[src/rtl/ps2_keycode_decoder.sv]
// PS/2 keyboard receiver (scan code set 2) feeding a held-key HID keycode.
// Input pins are synchronized and deglitched. A frame FSM collects bytes and a prefix-aware decoder maps them.
module ps2_keycode_decoder #(
    parameter int FILTER_LEN     = 8,
    parameter int TIMEOUT_CYCLES = 50000
) (
    input  logic       Clk,
    input  logic       Reset,
    input  logic       PS2_CLK,
    input  logic       PS2_DATA,
    output logic [7:0] keycode,
    output logic       key_press,
    output logic       frame_err
);
    localparam int FCW = $clog2(FILTER_LEN + 1);
    localparam int TCW = $clog2(TIMEOUT_CYCLES + 1);

    typedef enum logic [1:0] {IDLE, DATA, PARITY, STOP} state_t;

    logic [1:0]     clk_sync_q, dat_sync_q;
    logic           filt_q, filt_d;
    logic [FCW-1:0] filt_cnt_q, filt_cnt_d;
    logic           fall;
    logic           dat;

    state_t         state_q, state_d;
    logic [2:0]     bit_cnt_q, bit_cnt_d;
    logic [7:0]     shift_q, shift_d;
    logic           par_ok_q, par_ok_d;
    logic [TCW-1:0] tmo_q, tmo_d;
    logic           byte_valid_q, byte_valid_d;
    logic           frame_err_q, frame_err_d;

    logic           brk_q, brk_d, ext_q, ext_d;
    logic [7:0]     keycode_q, keycode_d;
    logic           key_press_q, key_press_d;
    logic [8:0]     map_res;

    // Returns {hit, hid_code} for a set-2 make code.
    function automatic logic [8:0] hid_map(input logic [7:0] sc);
        case (sc)
            8'h1C:   hid_map = {1'b1, 8'h04};
            8'h23:   hid_map = {1'b1, 8'h07};
            8'h1D:   hid_map = {1'b1, 8'h1A};
            8'h1B:   hid_map = {1'b1, 8'h16};
            8'h29:   hid_map = {1'b1, 8'h2C};
            8'h5A:   hid_map = {1'b1, 8'h28};
            8'h76:   hid_map = {1'b1, 8'h29};
            default: hid_map = 9'h000;
        endcase
    endfunction

    assign dat = dat_sync_q[1];

    always_comb begin
        filt_d     = filt_q;
        filt_cnt_d = '0;
        if (clk_sync_q[1] != filt_q) begin
            if (filt_cnt_q == FCW'(FILTER_LEN - 1)) begin
                filt_d = clk_sync_q[1];
            end else begin
                filt_cnt_d = filt_cnt_q + 1'b1;
            end
        end
    end

    assign fall = filt_q & ~filt_d;

    always_comb begin
        state_d      = state_q;
        bit_cnt_d    = bit_cnt_q;
        shift_d      = shift_q;
        par_ok_d     = par_ok_q;
        tmo_d        = '0;
        byte_valid_d = 1'b0;
        frame_err_d  = 1'b0;
        if (state_q == IDLE) begin
            if (fall) begin
                if (!dat) begin
                    state_d   = DATA;
                    bit_cnt_d = 3'd0;
                end else begin
                    frame_err_d = 1'b1;
                end
            end
        end else if (fall) begin
            case (state_q)
                DATA: begin
                    shift_d   = {dat, shift_q[7:1]};
                    bit_cnt_d = bit_cnt_q + 3'd1;
                    if (bit_cnt_q == 3'd7) state_d = PARITY;
                end
                PARITY: begin
                    par_ok_d = ^{shift_q, dat};
                    state_d  = STOP;
                end
                default: begin
                    if (dat && par_ok_q) byte_valid_d = 1'b1;
                    else                 frame_err_d  = 1'b1;
                    state_d = IDLE;
                end
            endcase
        end else if (tmo_q == TCW'(TIMEOUT_CYCLES - 1)) begin
            frame_err_d = 1'b1;
            state_d     = IDLE;
        end else begin
            tmo_d = tmo_q + 1'b1;
        end
    end

    assign map_res = hid_map(shift_q);

    always_comb begin
        brk_d       = brk_q;
        ext_d       = ext_q;
        keycode_d   = keycode_q;
        key_press_d = 1'b0;
        if (frame_err_q) begin
            brk_d = 1'b0;
            ext_d = 1'b0;
        end else if (byte_valid_q) begin
            if (shift_q == 8'hF0) begin
                brk_d = 1'b1;
            end else if (shift_q == 8'hE0) begin
                ext_d = 1'b1;
            end else begin
                brk_d = 1'b0;
                ext_d = 1'b0;
                // Extended keys share make codes with mapped keys, so they are dropped.
                if (!ext_q && map_res[8]) begin
                    if (brk_q) begin
                        if (map_res[7:0] == keycode_q) keycode_d = 8'h00;
                    end else if (map_res[7:0] != keycode_q) begin
                        keycode_d   = map_res[7:0];
                        key_press_d = 1'b1;
                    end
                end
            end
        end
    end

    always_ff @(posedge Clk) begin
        if (Reset) begin
            clk_sync_q   <= 2'b11;
            dat_sync_q   <= 2'b11;
            filt_q       <= 1'b1;
            filt_cnt_q   <= '0;
            state_q      <= IDLE;
            bit_cnt_q    <= 3'd0;
            shift_q      <= 8'h00;
            par_ok_q     <= 1'b0;
            tmo_q        <= '0;
            byte_valid_q <= 1'b0;
            frame_err_q  <= 1'b0;
            brk_q        <= 1'b0;
            ext_q        <= 1'b0;
            keycode_q    <= 8'h00;
            key_press_q  <= 1'b0;
        end else begin
            clk_sync_q   <= {clk_sync_q[0], PS2_CLK};
            dat_sync_q   <= {dat_sync_q[0], PS2_DATA};
            filt_q       <= filt_d;
            filt_cnt_q   <= filt_cnt_d;
            state_q      <= state_d;
            bit_cnt_q    <= bit_cnt_d;
            shift_q      <= shift_d;
            par_ok_q     <= par_ok_d;
            tmo_q        <= tmo_d;
            byte_valid_q <= byte_valid_d;
            frame_err_q  <= frame_err_d;
            brk_q        <= brk_d;
            ext_q        <= ext_d;
            keycode_q    <= keycode_d;
            key_press_q  <= key_press_d;
        end
    end

    assign keycode   = keycode_q;
    assign key_press = key_press_q;
    assign frame_err = frame_err_q;
endmodule
[config.mk]
export PLATFORM = sky130hd
export DESIGN_NAME = ps2_keycode_decoder
export DESIGN_NICKNAME = d
export VERILOG_FILES = /design/src/rtl/ps2_keycode_decoder.sv
export SDC_FILE = /design/constraint.sdc
export NUM_CORES = 1
export LEC_CHECK = 0
export ABC_AREA = 1
export BUFFER_PORTS_ARGS = -buffer_cell sky130_fd_sc_hd__buf_2
export CAP_MARGIN = 10
export CORE_MARGIN = 3
export CORE_UTILIZATION = 60
export CTS_CLUSTER_SIZE = 30
export DETAILED_ROUTE_END_ITERATION = 8
export PLACE_DENSITY_LB_ADDON = 0.15
export SYNTH_ARGS = -nofsm -noshare
export SYNTH_HDL_FRONTEND = slang
export SYNTH_SLANG_ARGS = --single-unit
[constraint.sdc]
create_clock -name Clk -period 2.65 [get_ports Clk]
set_clock_uncertainty 0.1 [all_clocks]
set_input_delay 0.53 -clock Clk [delete_from_list [all_inputs] [get_ports Clk]]
set_output_delay 0.53 -clock Clk [all_outputs]
set_load 0.01 [all_outputs]
# Word-level counts from Yosys, hierarchy flattened
# Cells that the tools add are included.
# totals
in_bits,4
latchBits,0
mem_count,0
ram_bits,0
reg_bits,52
rom_bits,0
elab_cells,101
out_inout_bits,10
# op_classes
div,0
reduce_logical,21
eq_ne,22
mul,0
n_addsub,3
mux,30
bitwise,10
n_shift,0
n_lt_le_gt_ge,0
# op_table
op,n
9-bit case mux with 7 select lines,1
8-bit by 5-bit == test with 1-bit output (second input constant),3
8-bit two-way mux,3
16-bit by 1-bit adder with 16-bit output (second input constant),1
16-bit == test (second input constant),1
8-bit by 6-bit == test with 1-bit output (second input constant),2
8-bit by 7-bit == test with 1-bit output (second input constant),2
8-bit == test (second input constant),2
3-bit two-way mux,5
1-bit two-way mux,14
2-bit two-way mux,6
1-bit inverter,9
3-bit AND reduction,3
9-bit XOR reduction,1
8-bit == test,1
8-bit != test,1
7-bit AND reduction,1
7-bit OR reduction,1
2-bit != test (second input constant),3
2-bit nonzero test,3
5-bit OR reduction,1
4-bit by 1-bit adder with 4-bit output (second input constant),1
4-bit by 3-bit == test with 1-bit output (second input constant),1
4-bit != test (second input constant),1
16 further kinds,19

# Longest topological paths before layout
# Gate-level depths: netlist of the first run.
# depth
ltp_word,7
depth_mapped,17

# Worst setup path after synthesis of the first run
# OpenSTA, ideal clock, no wires.
# synth_path
kind,register to register
from,reg filt_cnt_q[0]
to,reg tmo_q[10]
synth_period_minus_slack_ps,1854
path_stages_with_launch,12
required_ps,2470
path_slack_ps,796
arrival_time_ps,1675
path_cell_list,dfxtp_1 ha_1 nand2_1 nor2_1 inv_1 nor2_1 nand2_1 nand2_1 nor3_1 inv_1 buf_2 nor3b_1
# synth_between
elab_chain_len,6
# synth_rtl
element,line,source
start: declaration,22,"logic [FCW-1:0] filt_cnt_q, filt_cnt_d;"
start signal: assignment,163,filt_cnt_q <= filt_cnt_d;
4-bit by 3-bit == test with 1-bit output,59,if (filt_cnt_q == FCW'(FILTER_LEN - 1)) begin
1-bit two-way mux,59,
1-bit two-way mux,58,if (clk_sync_q[1] != filt_q) begin
1-bit inverter,67,assign fall = filt_q & ~filt_d;
1-bit AND,67,
4-bit OR reduction (no line),n/a,
end signal: assignment,168,tmo_q <= tmo_d;
end: declaration,30,"logic [TCW-1:0] tmo_q, tmo_d;"
# No other way between the ends.
# A chain may end at the register's enable or synchronous reset.

# Final worst setup path of the first run
# layout_path
from,reg filt_cnt_q[0]
to,reg tmo_q[14]
# The elaborated chain is that of the path after synthesis.

==> results of run 1 <==
==> routing by layer <==
metal	vias up	routed length [um]	GRT usage (%)
met5	-	0	0
met4	0	112	7.38
met3	11	251	5.37
met2	42	2400	34.9
met1	1039	2570	29.3
li1	1223	-	-
==> worst reg2reg max path: stages (launching register included) <==
cell,delay [ns]
dfxtp_1,0.33
ha_1,0.21
nand2_1,0.09
nor2_1,0.06
inv_1,0.07
nor2_1,0.05
nand2_1,0.14
nand2_1,0.13
nor3_1,0.43
inv_1,0.31
a21oi_1,0.19
o21a_1,0.13
==> cells by family after synthesis <==
| logic type | synth area share [%] |
|---|---|
| other cells | 0.140 |
| buf+inv | 10.5 |
| xor+xnor | 3.61 |
| compound gates | 10.1 |
| fa+ha+maj | 3.28 |
| flops | 37.5 |
| simple gates | 34.9 |
==> worst paths after layout <==
kind / from / to / slack [ns] / cells past startpoint
setup / recovery: filt_cnt_q[0] / tmo_q[14] / 0.38 / 11
hold reg to reg: dat_sync_q[0] / dat_sync_q[1] / 0.32 / 1
hold / removal: PS2_DATA / dat_sync_q[0] / 0.30 / 2
setup reg to reg: filt_cnt_q[0] / tmo_q[14] / 0.38 / 11
==> report_power, final <==
part	internal (W)	total (W)	leakage (nW)	switching [W]
clock	0.000215	0.000478	0.0478	0.000263
combinational	0.00000833	0.0000229	0.746	0.0000146
sequential	0.000754	0.000756	0.404	0.00000204
==> per-stage QoR <==
step / total power [W] / hold slack [ns] / setup WS (ns)
3_5_place_dp: 0.000796 / 0.298 / 0.386
3_3_place_gp: 0.000796 / 0.291 / 0.499
2_1_floorplan: 0.000791 / 0.289 / 0.796
5_1_grt: 0.00131 / 0.292 / 0.0933
4_1_cts: 0.00127 / 0.299 / 0.333
6_report: 0.00126 / 0.298 / 0.377
==> area by class of cell <==
class	count	area, sq um
well taps	50	62.6
repair buffers	13	70.1
clock inverters	2	16.3
clock buffers	6	82.6
flip-flops and latches	50	1000
multi-input cells	263	1390
fillers	370	1310
inverters	55	206
==> cells in the mapped netlist, types with 2 or more instances <==
cell type | count | area (sq um)
clkbuf_1 | 2 | 7.51
nor2_4 | 4 | 45.0
nand2_2 | 6 | 37.5
nor3b_1 | 4 | 30.0
inv_1 | 47 | 176
buf_2 | 2 | 10.0
buf_4 | 3 | 22.5
nand2_1 | 74 | 278
nor2_2 | 3 | 18.8
nand3_1 | 22 | 110
nand4_1 | 13 | 81.3
o21ai_0 | 19 | 95.1
nor2_1 | 48 | 180
xor2_1 | 4 | 35.0
a21oi_1 | 26 | 130
nand2_4 | 3 | 33.8
buf_6 | 3 | 33.8
dfxtp_1 | 50 | 1000
nor4_1 | 3 | 18.8
nor3_2 | 2 | 20.0
or2_2 | 4 | 25.0
ha_1 | 7 | 87.6
inv_2 | 7 | 26.3
nor3_1 | 4 | 20.0
xnor2_1 | 7 | 61.3
==> sequential cells by signal, summed over array words and instances (netlist names), 2 cells and up <==
register	cells
tmo_q	16
shift_q	8
keycode	6
filt_cnt_q	4
bit_cnt_q	3
clk_sync_q	2
dat_sync_q	2
state_q	2
==> impl_metrics.toml, run 1 <==
[status]
outcome = "completed"

[floorplanning]
start_util_pct = 64.5
die_w_um = 72.7
die_h_um = 72.7
pin_count = 14
core_area_sq_mm = 0.00414
fp-row-count = 23
dieArea_sq_mm = 0.00529

[synth]
avgSynthCellArea_sq_um = 7.09
synth_edf_count = 0
synth_cell_types = 35
ys_ff_latch = 50
seq_area_frac_synth_pct = 37.5
yosysWarnings = 0
syn_inst = 377
synthesis.area_sq_mm = 0.00267
synth_ff_type = "dfxtp_1"
asyncSetResetFlopFracSynth_pct = 0

[cts]
ctsHoldBuffers = 0
cts_buffers = 5
insertion_delay_ns = 0.31
tritoncts = "built"
clk_pin_slew_worst_paths_ns = 0.10
htree_num_levels = 2
cts_buffer_depth = 2
ctsResizeCount = 0
post_cts_buffers = 0
cts_root_buffer = "clkbuf_8"
cts_sinks = 50

[route]
vias = 2315
firstDrtPassIters = 4
routed_via_density = 5.27
drt_first_iter_violations = 202
drc = 0
drtAntennaViolNets = 0
totalWireLength_mm = 5.33
wl_per_cell_um = 12.1

[critical_path]
required_ns = 2.81
critical_path_arrival_ns = 2.43
crit_top_cell = "nand2_1"
path_cells = "ha_1, nand2_1, nor2_1, inv_1, nor2_1, nand2_1, nand2_1, nor3_1, inv_1, a21oi_1, o21a_1"
slowest_stage = "nor3_1"
critPathKind = "register to register"
critPathBufInv = 2
crit_family = "simple AND/OR/NAND/NOR gates"
cp-start-kind = "register"
crit_path_end_kind = "register"
max_stage_delay_ns = 0.43
worstPathMaxFanout = 11

[layout]
final_common_cell = "nand2_1"
drive_gt1_share_pct = 13.6
layout_common_cells = "74 x nand2_1, 50 x dfxtp_1, 48 x nor2_1"
area_growth_pct = 6.04
final_util_pct = 68.4
n_antenna_cell = 0
nets = 399
design_area_sq_mm = 0.00283
instances_no_fill = 439

[placed_design]
dp.cells = 431
gp_congestion = 0.870
dpl_cell_area_sq_mm = 0.00273
dpl.hpwl_mm = 3.97
portBuffers = 11

[timing]
max-slew-margin-rel_pct = 65.0
fin_setup_tns_ns = 0
finalCritPeriodShare_pct = 85.8
setup_viol = 0
worstMarginPinSlew_ns = 0.522
fin_crit_ns = 2.27
slew_viol_final = 0
fmax_ghz = 0.440
grt_setup_unrepaired = "false"
hold_viol_final = 0

[worst_hold_path]
hold_class = "input port to register"

[global_route]
grt_start_max_net_pins = 20
grt_first_pass_wirelength_mm = 9.34
antenna_found_initial = 0
first_global_vias = 2101
track_usage_pct = 22.0
overflow = 0

[flow_run]
maxCapViolCount = 0

[power]
leakage_nw = 1.20
powerDensity_mw_per_mm2 = 444
max-vdd-ir-drop_v = 0.000310
(Power assumes the default switching activity.)
==> run 2, diff against run 1 <==
--- a/config.mk
+++ b/config.mk
@@ -6,11 +6,11 @@
 export NUM_CORES = 1
 export LEC_CHECK = 0
 export ABC_AREA = 1
-export BUFFER_PORTS_ARGS = -buffer_cell sky130_fd_sc_hd__buf_2
+export BUFFER_PORTS_ARGS = -buffer_cell sky130_fd_sc_hd__buf_4
 export CAP_MARGIN = 10
 export CORE_MARGIN = 3
-export CORE_UTILIZATION = 60
-export CTS_CLUSTER_SIZE = 30
+export CORE_UTILIZATION = 43
+export CTS_CLUSTER_SIZE = 8
 export DETAILED_ROUTE_END_ITERATION = 8
 export PLACE_DENSITY_LB_ADDON = 0.15
 export SYNTH_ARGS = -nofsm -noshare
==> impl_metrics.toml, run 2 (same netlist as run 1, synthesis figures left out) <==
[critical_path]
path_cells = "ha_1, nand2_1, nor2_1, inv_1, nor2_1, nand2_1, nand2_1, nor3_1, inv_1, a21oi_1, o21a_1"
slowest_stage = "nor3_1"
crit_path_end_kind = "register"
worstPathMaxFanout = 11
rr_startpoint = "filt_cnt_q[0]"
crit_family = "simple AND/OR/NAND/NOR gates"
critPathBufInv = 2
cp-start-kind = "register"
critical_path_arrival_ns = 2.42
max_stage_delay_ns = 0.42
r2r_slack_ns = 0.37
crit_top_cell = "nand2_1"
critPathKind = "register to register"
required_ns = 2.79
r2r-end = "tmo_q[14]"
r2r_cells = 11

[global_route]
grt_start_max_net_pins = 20
antenna_found_initial = 0
first_global_vias = 2027
track_usage_pct = 15.7
overflow = 0
grt_first_pass_wirelength_mm = 9.24

[floorplanning]
pin_count = 14
die_w_um = 84.8
start_util_pct = 44.9
die_h_um = 84.8
fp-row-count = 28
core_area_sq_mm = 0.00596
dieArea_sq_mm = 0.00719

[cts]
cts_buffer_depth = 2
ctsResizeCount = 0
insertion_delay_ns = 0.29
htree_num_levels = 2
clk_pin_slew_worst_paths_ns = 0.09
cts_buffers = 5
ctsHoldBuffers = 0
tritoncts = "built"
cts_sinks = 50
cts_root_buffer = "clkbuf_8"
post_cts_buffers = 0

[layout]
final_util_pct = 48.2
regMostFlops = "tmo_q"
n_antenna_cell = 0
nets = 399
nFillCells = 637
drive_gt1_share_pct = 12.9
final_common_cell = "nand2_1"
area_growth_pct = 7.40
layout_common_cells = "74 x nand2_1, 50 x dfxtp_1, 48 x nor2_1"
largest_reg_flops = 16
design_area_sq_mm = 0.00287

[status]
outcome = "completed"

[worst_hold_path]
holdPathStages = 2
hold_end = "clk_sync_q[0]"
hold_class = "input port to register"
min_from = "PS2_CLK"

[route]
drc = 0
vias = 2283
totalWireLength_mm = 5.36
routed_via_density = 4.93
drtAntennaViolNets = 0
drt_first_iter_violations = 99
firstDrtPassIters = 4
wl_per_cell_um = 11.6

[power]
leakage_nw = 1.19
max-vdd-ir-drop_v = 0.000345
p_comb_share_pct = 2.1
powerDensity_mw_per_mm2 = 417
switchingPower_w = 0.000250
p_int_w = 0.000946
power_frac_clock_pct = 34.8
p_seq_share_pct = 63.2
swShare_pct = 20.9

[timing]
fin_crit_ns = 2.28
slew_viol_final = 0
grt_setup_unrepaired = "false"
whs_ns = 0.315
max-slew-margin-rel_pct = 65.8
worstMarginPinSlew_ns = 0.508
fmax_ghz = 0.439
setup_viol = 0
finalCritPeriodShare_pct = 85.9
hold_viol_final = 0
fin_setup_tns_ns = 0

[placed_design]
portBuffers = 11
dpl_cell_area_sq_mm = 0.00279
dpl.hpwl_mm = 4.01
gp_congestion = 0.856

[flow_run]
maxCapViolCount = 0
-- run 2: cell count changes in the layout (fill, tap and decap cells not counted) --
cell	previous run	this run
buf_4	2	13
clkbuf_8	6	5
clkinvlp_4	1	0
buf_2	11	0
inv_6	1	0
clkbuf_1	0	2
-- run 2: layer usage --
layer	up-vias	share of wire, %	global-route usage (%)
met5	-	0	0
met1	1024	51	22.1
met4	0	1.1	4.75
li1	1222	-	-
met3	5	4.6	2.91
met2	32	43	24.3
-- run 2: power groups by stage --
| stage | clock, W | sequential (W) | combinational, W |
|---|---|---|---|
| 2_1_floorplan | 0 | 0.000773 | 0.0000176 |
| 3_3_place_gp | 0 | 0.000774 | 0.0000245 |
| 3_5_place_dp | 0 | 0.000774 | 0.0000245 |
| 4_1_cts | 0.000441 | 0.000756 | 0.0000246 |
| 5_1_grt | 0.000470 | 0.000757 | 0.0000274 |
| 6_report | 0.000416 | 0.000756 | 0.0000245 |
-- run 2: worst max path at each step --
stage | slack (ns) | startpoint | to | cells past startpoint
floorplan | 0.80 | filt_cnt_q[0] | tmo_q[10] | 11
global placement | 0.47 | filt_cnt_q[0] | tmo_q[14] | 11
detailed placement | 0.36 | filt_cnt_q[0] | tmo_q[14] | 11
CTS | 0.34 | filt_cnt_q[0] | tmo_q[14] | 11
global route | 0.02 | filt_cnt_q[0] | tmo_q[8] | 10
finish | 0.37 | filt_cnt_q[0] | tmo_q[14] | 11
-- run 2: metrics by stage --
| stage | instances | power [W] | setup WS (ns) |
|---|---|---|---|
| 5_1_grt | 463 | 0.00125 | 0.0165 |
| 6_report | 463 | 0.00120 | 0.373 |
| 4_1_cts | 463 | 0.00122 | 0.343 |
| 3_5_place_dp | 456 | 0.000798 | 0.358 |
| 3_3_place_gp | 456 | 0.000798 | 0.467 |
| 2_1_floorplan | 378 | 0.000791 | 0.796 |
-- run 2: area by class of cell --
| class | instances | area, sq um | area share (%) |
|---|---|---|---|
| inverters | 55 | 206 | 7.20 |
| repair buffers | 13 | 97.6 | 3.40 |
| multi-input cells | 263 | 1390 | 48.6 |
| well taps | 75 | 93.8 | 3.27 |
| flip-flops and latches | 50 | 1000 | 34.9 |
| clock buffers | 7 | 76.3 | 2.66 |
-- run 2: worst reg2reg max path, stage by stage, from the launching register on --
cell     delay, ns
dfxtp_1       0.33
ha_1          0.21
nand2_1       0.08
nor2_1        0.05
inv_1         0.07
nor2_1        0.05
nand2_1       0.16
nand2_1       0.13
nor3_1        0.42
inv_1         0.31
a21oi_1       0.19
o21a_1        0.13
==> run 3, diff against run 2 <==
--- a/config.mk
+++ b/config.mk
@@ -5,12 +5,12 @@
 export SDC_FILE = /design/constraint.sdc
 export NUM_CORES = 1
 export LEC_CHECK = 0
-export ABC_AREA = 1
+export ABC_CLOCK_PERIOD_IN_PS = 2650
 export BUFFER_PORTS_ARGS = -buffer_cell sky130_fd_sc_hd__buf_4
 export CAP_MARGIN = 10
 export CORE_MARGIN = 3
 export CORE_UTILIZATION = 43
-export CTS_CLUSTER_SIZE = 8
+export CTS_CLUSTER_SIZE = 14
 export DETAILED_ROUTE_END_ITERATION = 8
 export PLACE_DENSITY_LB_ADDON = 0.15
 export SYNTH_ARGS = -nofsm -noshare
==> impl_metrics.toml, run 3 <==
[worst_hold_path]
min_from = "PS2_DATA"
hold_class = "input port to register"

[synth]
yosysWarnings = 0
avgSynthCellArea_sq_um = 8.68
seq_area_frac_synth_pct = 36.7
synth_edf_count = 0
yosysTopAreaCell = "dfxtp_1"
asyncSetResetFlopFracSynth_pct = 0
synthesis.area_sq_mm = 0.00273
synth_cell_types = 57
synth_area_leaders = "dfxtp_1 37%, nor2_1 6.3%, xnor2_1 4.8%"
syn_inst = 314
yosysTopAreaCellShare_pct = 36.7
ys_ff_latch = 50
synth_ff_type = "dfxtp_1"
synth.most_common_cell = "dfxtp_1"
synth_common_cells = "50 x dfxtp_1, 46 x nor2_1, 16 x nand2_1, 15 x xnor2_1, 13 x nand3b_1"

[power]
max-vdd-ir-drop_v = 0.000232
powerDensity_mw_per_mm2 = 444
leakage_nw = 1.05

[timing]
max-slew-margin-rel_pct = 63.2
worstMarginPinSlew_ns = 0.545
fin_crit_ns = 2.59
whs_ns = 0.309
fmax_ghz = 0.385
slew_viol_final = 0
setup_viol = 0
fin_ws_ns = 0.0554
grt_setup_unrepaired = "true"
hold_viol_final = 0
finalCritPeriodShare_pct = 97.9

[floorplanning]
core_area_sq_mm = 0.00603
pin_count = 14
dieArea_sq_mm = 0.00733
die_h_um = 85.6
die_w_um = 85.6
fp-row-count = 28
start_util_pct = 45.2

[placed_design]
dp.cells = 399
portBuffers = 11
pre_cts_slack_ns = 0.0310
dpl.hpwl_mm = 3.98
gp_congestion = 0.879

[critical_path]
required_ns = 2.75
critical_path_arrival_ns = 2.70
critPathBufInv = 0
startpoint = "shift_q[2]"
max_stage_delay_ns = 0.55
worstPathMaxFanout = 8
path_cells = "or4b_4, a211oi_4, xor2_1, a2111o_1, or3_4, o311ai_1"
crit_family = "simple AND/OR/NAND/NOR gates"
cp-start-kind = "register"
rr_startpoint = "shift_q[2]"
critPathKind = "register to register"
crit_path_end_kind = "register"
slowest_stage = "or4b_4"

[layout]
largest_reg_flops = 16
nets = 344
final_util_pct = 52.0
regMostFlops = "tmo_q"
final_common_cell = "nor2_1"
layout_common_cells = "46 x nor2_1, 45 x dfxtp_1, 31 x buf_4"
area_growth_pct = 14.9
nFillCells = 585
instances_no_fill = 409
drive_gt1_share_pct = 18.3
n_antenna_cell = 0

[cts]
ctsHoldBuffers = 0
tritoncts = "built"
cts_buffer_depth = 2
insertion_delay_ns = 0.30
cts_sinks = 50
cts_buffers = 5
htree_num_levels = 2
cts_root_buffer = "clkbuf_8"
clk_pin_slew_worst_paths_ns = 0.10

[route]
totalWireLength_mm = 5.69
firstDrtPassIters = 4
drt_first_iter_violations = 46
wl_per_cell_um = 13.9
routed_via_density = 5.41
vias = 2213
wl_met3_um = 128
drtAntennaViolNets = 0
drt-met1-wl_mm = 2.89
route.met2.wl_mm = 2.63
drc = 0
highest_layer = "met4"

[status]
outcome = "completed"

[flow_run]
maxCapViolCount = 0

[global_route]
first_global_vias = 2182
antenna_found_initial = 0
grt_first_pass_wirelength_mm = 9.74
track_usage_pct = 16.0
overflow = 0
grt_start_max_net_pins = 23
-- run 3: changes by cell type after synthesis, sizes merged, moves of 12 or more --
cell	delta
nand3	-17
a21oi	-15
inv	-45
nand2	-67
o21ai	-16
nand3b	+12
nand4	-12
-- run 3: final cells by class --
cell class | instances | area (sq um) | area share [%]
multi-input combinational | 236 | 1660 | 52.9
sequential | 50 | 1010 | 32.2
timing repair buffer | 31 | 233 | 7.43
clock buffer | 7 | 96.3 | 3.08
tap | 75 | 93.8 | 3.00
inverter | 9 | 33.8 | 1.08
clock inverter | 1 | 8.76 | 0.280
-- run 3: kinds of logic after synthesis --
kind of cell,count (synthesis),share of synthesized area [%]
xor+xnor,25,8.03
flops,50,36.7
mux,10,3.67
compound gates,47,13.4
buf+inv,29,4.64
other cells,1,0.138
fa+ha+maj,7,3.21
simple gates,145,30.2
-- run 3: layer usage --
layer	up-vias	GRT usage (%)
met5	-	0
met4	0	4.17
met3	6	2.88
met2	19	27.2
met1	1036	20.9
li1	1152	-
-- run 3: where the power goes --
| group | internal, W | switching [W] | total [W] |
|---|---|---|---|
| combinational | 0.0000530 | 0.0000626 | 0.000116 |
| clock | 0.000240 | 0.000261 | 0.000501 |
| sequential | 0.000760 | 0.0000130 | 0.000773 |
| total | 0.00105 | 0.000337 | 0.00139 |
-- run 3: stage by stage --
step           total power (W)  TNS (ns)  instance area, sq um
2_1_floorplan         0.000854         0                  2750
6_report               0.00139         0                  3130
3_3_place_gp          0.000892         0                  2960
5_1_grt                0.00144    -0.245                  3130
3_5_place_dp          0.000893         0                  2960
4_1_cts                0.00139         0                  3060
-- run 3: timing repair --
| action | in CTS | in global routing |
|---|---|---|
| gates resized for setup | 0 | 12 |
| buffers inserted | 0 | 2 |
| setup endpoints to repair | 0 | 7 |
| endpoints found under the hold margin | 0 | 0 |
-- run 3: path summary, 6_finish.rpt --
kind / endpoint / slack (ns) / cells past startpoint
min: dat_sync_q[0] / 0.31 / 2
max reg2reg: keycode[0] / 0.06 / 6
max: keycode[0] / 0.06 / 6
min reg2reg: clk_sync_q[1] / 0.32 / 1
